===== config.mk =====
export PLATFORM = sky130hd
export DESIGN_NAME = bit_stream_serializer
export DESIGN_NICKNAME = d
export VERILOG_FILES = /design/src/rtl/bit_stream_serializer.sv
export SDC_FILE = /design/constraint.sdc
export NUM_CORES = 1
export LEC_CHECK = 0
export CAP_MARGIN = 10
export CORE_MARGIN = 2
export CORE_UTILIZATION = 44
export DETAILED_ROUTE_END_ITERATION = 8
export DONT_BUFFER_PORTS = 1
export HOLD_SLACK_MARGIN = 0.08
export SLEW_MARGIN = 40
export SYNTH_ARGS = -nofsm -noshare
export SYNTH_HDL_FRONTEND = slang
export SYNTH_SLANG_ARGS = --single-unit

===== constraint.sdc =====
create_clock -name clk -period 2.67 [get_ports clk]
set_clock_uncertainty 0.1 [all_clocks]
set_input_delay 0.267 -clock clk [delete_from_list [all_inputs] [get_ports clk]]
set_output_delay 0.267 -clock clk [all_outputs]
set_load 0.02 [all_outputs]

===== src/rtl/bit_stream_serializer.sv =====
// rtl/bit_stream_serializer.sv - parallel word to serial bit stream with valid/ready load handshake
module bit_stream_serializer #(
    parameter int WIDTH      = 8,
    parameter bit MSB_FIRST  = 1'b1,
    parameter bit IDLE_LEVEL = 1'b0
) (
    input  logic             clk,
    input  logic             reset,
    input  logic             load_valid,
    input  logic [WIDTH-1:0] load_data,
    output logic             load_ready,
    output logic             ser_out,
    output logic             ser_valid,
    output logic             busy,
    output logic             done
);
    localparam int CNT_W = $clog2(WIDTH);
    localparam logic [CNT_W-1:0] LAST     = CNT_W'(WIDTH - 1);
    localparam logic [CNT_W-1:0] PRE_LAST = CNT_W'(WIDTH - 2);

    typedef enum logic {IDLE, SHIFT} state_t;

    state_t           state, state_next;
    logic [CNT_W-1:0] cnt, cnt_next;
    logic [WIDTH-1:0] sreg, sreg_next;
    logic             ser_out_next, ser_valid_next, done_next;
    logic             accept;

    assign load_ready = (state == IDLE) || (state == SHIFT && cnt == LAST);
    assign accept     = load_valid && load_ready;
    assign busy       = ser_valid;

    always_ff @(posedge clk or negedge reset) begin
        if (!reset) begin
            state     <= IDLE;
            cnt       <= '0;
            sreg      <= '0;
            ser_out   <= IDLE_LEVEL;
            ser_valid <= 1'b0;
            done      <= 1'b0;
        end else begin
            state     <= state_next;
            cnt       <= cnt_next;
            sreg      <= sreg_next;
            ser_out   <= ser_out_next;
            ser_valid <= ser_valid_next;
            done      <= done_next;
        end
    end

    // The first bit goes straight to ser_out on accept; sreg keeps the remaining bits.
    always_comb begin
        state_next     = state;
        cnt_next       = cnt;
        sreg_next      = sreg;
        ser_out_next   = IDLE_LEVEL;
        ser_valid_next = 1'b0;
        done_next      = 1'b0;
        if (accept) begin
            state_next     = SHIFT;
            cnt_next       = '0;
            ser_out_next   = MSB_FIRST ? load_data[WIDTH-1] : load_data[0];
            sreg_next      = MSB_FIRST ? (load_data << 1) : (load_data >> 1);
            ser_valid_next = 1'b1;
        end else if (state == SHIFT && cnt != LAST) begin
            cnt_next       = cnt + CNT_W'(1);
            ser_out_next   = MSB_FIRST ? sreg[WIDTH-1] : sreg[0];
            sreg_next      = MSB_FIRST ? (sreg << 1) : (sreg >> 1);
            ser_valid_next = 1'b1;
            done_next      = (cnt == PRE_LAST);
        end else if (state == SHIFT) begin
            state_next = IDLE;
            cnt_next   = '0;
        end
    end
endmodule


==> metrics.md <==
| Metric | Value |
|---|---|
| Status | finished, final reports clean |
| CTS buffer count | 3 |
| CP startpoint | cnt[0]$_DFFE_PN0P_ |
| Max stage delay on crit path | approximately 0.41 ns |
| MaxCap Viol Count | 0 |
| Post-Place Cell Area | 684 um2 |
| Most frequent cells in the layout | 14 x dfrtp_1, 8 x mux2_4, 4 x dlygate4sd3_1 |
| Cell count after placement | 61 |
| Switching share of power | between 30% and 40% |
| Total power | 737 uW |
| Lkg Pwr | roughly 0.36 nW |
| Dpl hpwl | 749 um |
| Io pins | 16 |
| Final Wtd Congestion | 0.658 |
| Per-cell routed wire length | ~15 um |
| Antenna viol nets, final | 0 |
| Initial antenna violation count | 0 |
| Die area | between 1500 and 2000 um2 |
| Max Slew Vio Count | 0 |
| Crit-path cells | ha_1, ha_1, and2b_2, inv_4 |
| Kind of cell adding the most delay to the critical path | flip-flops |
| Post_cts resized | 0 |
| Fin crit period | ~1.9 ns |
| Clock power share | between 15 and 20% |
| Clock Sink Count | 14 |
| PD cells | between 900 and 1000 nW/um2 |
| Pin count of the biggest net entering global routing | 15 |
| # diodes | 0 |
| Hold Vio Cnt, Final | 0 |
| Cell repeated most along the worst path | ha_1 |
| Worst-Margin Slew | between 0.6 and 0.7 ns |
| Global-route wire length before repair | 1930 um |
| Clock Path Buffers | 2 |
| Overflow after GRT | 0 |
| Syn avg cell area | 14.5 um2 |
| # DRC | 0 |
| Fmax | about 540 MHz |
| Layout cells sized above 1 | around 35% |
| Vias in the first global route | between 400 and 500 |
| Maximum vdd drop | about 0.00043 V |
| Syn_nets | 61 |
| Layout Area Growth over Synthesis | 9.34% |
| Internal Power | ~500 uW |
| Hold Path Class | in -> reg |
| Yosys reg bits | 14 |
| Crit path max-delay cell type | dfrtp_1 |
| Final Hold Slack | ~0.093 ns |
| FF-to-FF Start | cnt[0]$_DFFE_PN0P_ |
| Reg2Reg Setup Slack | ~0.9 ns |
| Initial Util | approximately 46% |
| H-Tree Depth | 1 |
| Worst-Skew Late Latency | roughly 0.27 ns |
| Cell Rows | 14 |
| Yosys warns | 0 |
| CP Class | reg -> out |
| DRT iter0 DRCs | 1 |
| Root buf cell | clkbuf_4 |
| Mapped Area | slightly below 700 um2 |
| Endpoint type of the worst setup path | output pin |
| Synth top area cells | dfrtp_1 51%, mux2_4 18%, ha_1 5.5%, mux2_2 4.9%, mux2_1 3.3% |
| Rel. slew slack | between 50 and 60% |
| Fin area | 747 um2 |
| FF-to-FF End | sreg[2]$_DFFE_PN0P_ |
| Startpoint types | flop |
| Clock transition at the registers of the reported paths | 0.08 ns |
| Count of cell types in the netlist | 20 |
| Period utilization | a little over two thirds |
| Seq pwr share | around 50% |
| Vias per cell | about 5.4 |
| Hold path startpoint | load_valid |
| Yosys top cell area share | 51.3% |
| CP Buf/Inv Count | 1 |
| Total number of vias | 367 |
| Core Area | ~1500 um2 |
| Min-Delay Endpoint | cnt[2]$_DFFE_PN0P_ |
| Wirelength, routed | 1050 um |
| # fillers | around 130 |
| Comb pwr share | about 36% |
| Reg2Reg Depth | 5 |
| CP arrival | about 1.5 ns |
| Setup TNS | 0 ns |
| Layout Nets | 68 |
| Sw power | 242 uW |
| Port-buffer cells | 0 |
| Hold path depth | 2 |
| Worst EP required | around 2.3 ns |
| Die H | roughly 43 um |
| Non-filler cells, final | 68 |
| Post-synth top area cell | dfrtp_1 |
| CP Max Fanout | 10 |
| Final setup vio count | 0 |
| Commonest non-fill, non-tap cell in the layout | dfrtp_1 |
| Post-CTS Setup Bufs | 0 |
| GRT Total Usage | 14.5% |
| Synth Instances | 47 |
| RSZ-0062 raised after global routing | no |
| Sequential share of the synthesized area | 51.3% |
| Pre-Repair DR Iteration Count | 2 |
| Die X | between 40 and 50 um |
| CTS tree | done |
cells in the mapped netlist:
library cell   n
nand2b_2       2
buf_6          1
nand2_1        1
o21ai_0        1
ha_1           3
buf_4          1
mux2_2         3
and3_1         1
nor2_1         2
mux2i_1        1
and2b_2        1
inv_1          1
dfrtp_1       14
mux2_4         8
a21o_1         1
o2bb2ai_1      1
nand3b_1       1
nor3b_1        1
mux2_1         2
inv_4          1
power by group through the flow:
| stage | logic [mW] | clock network [mW] | registers, mW |
|---|---|---|---|
| finish | 0.263 | 0.115 | 0.360 |
| global route | 0.297 | 0.131 | 0.369 |
| CTS | 0.269 | 0.121 | 0.361 |
| detailed placement | 0.258 | 0 | 0.365 |
| global placement | 0.245 | 0 | 0.360 |
| floorplan | 0.239 | 0 | 0.347 |
worst max-delay path by stage:
stage	end	cells after the start
2_1_floorplan	sreg[2]$_DFFE_PN0P_	5
3_3_place_gp	sreg[2]$_DFFE_PN0P_	5
3_5_place_dp	sreg[2]$_DFFE_PN0P_	5
4_1_cts	load_ready	4
5_1_grt	load_ready	4
6_report	load_ready	4
state kept, by name (all words and copies together), names as in the netlist:
register,count
sreg,7
cnt,3
busy,1
ser_out,1
done,1
state,1
per-stage QoR:
stage               util, %  setup WS, ns
CTS                    50.2         0.790
global placement       46.0         0.993
detailed placement     46.0         0.908
floorplan                 -          1.04
global route           50.2         0.757
finish                 50.2         0.818
layout make-up:
cell class	count	area [um2]	share of cell area, %
clock buffer	3	22.5	3.02
inverter	2	10.0	1.34
multi-input combinational	29	304	40.7
sequential	14	350	46.9
tap	16	20.0	2.68
timing repair buffer	4	40.0	5.36
kinds of logic after synthesis:
kind of cell               share of synthesized area, %
adders and majority gates                          5.50
and+or+nand+nor                                    8.61
buffers and inverters                              4.21
AOI/OAI and AO/OA                                  3.11
DFF                                                51.3
muxes                                              27.3
what timing repair did:
action                                 in CTS  in global routing
setup endpoints to repair                   0                  0
hold buffers                                4                  0
endpoints found under the hold margin      19                  0
routing by layer:
layer	track usage, %	wire length [um]	up-vias
met3	5.00	62	4
met1	15.3	407	180
li1	-	-	172
met5	0	0	-
met4	10.9	27	0
met2	23.9	553	11
worst reg2reg max path: stages, from the launching register on:
cell and delay [ns]:
dfrtp_1 0.41, ha_1 0.22, ha_1 0.18, and2b_2 0.28
inv_4 0.12, mux2_1 0.32
Note: power is estimated with default switching activity, not from simulation.
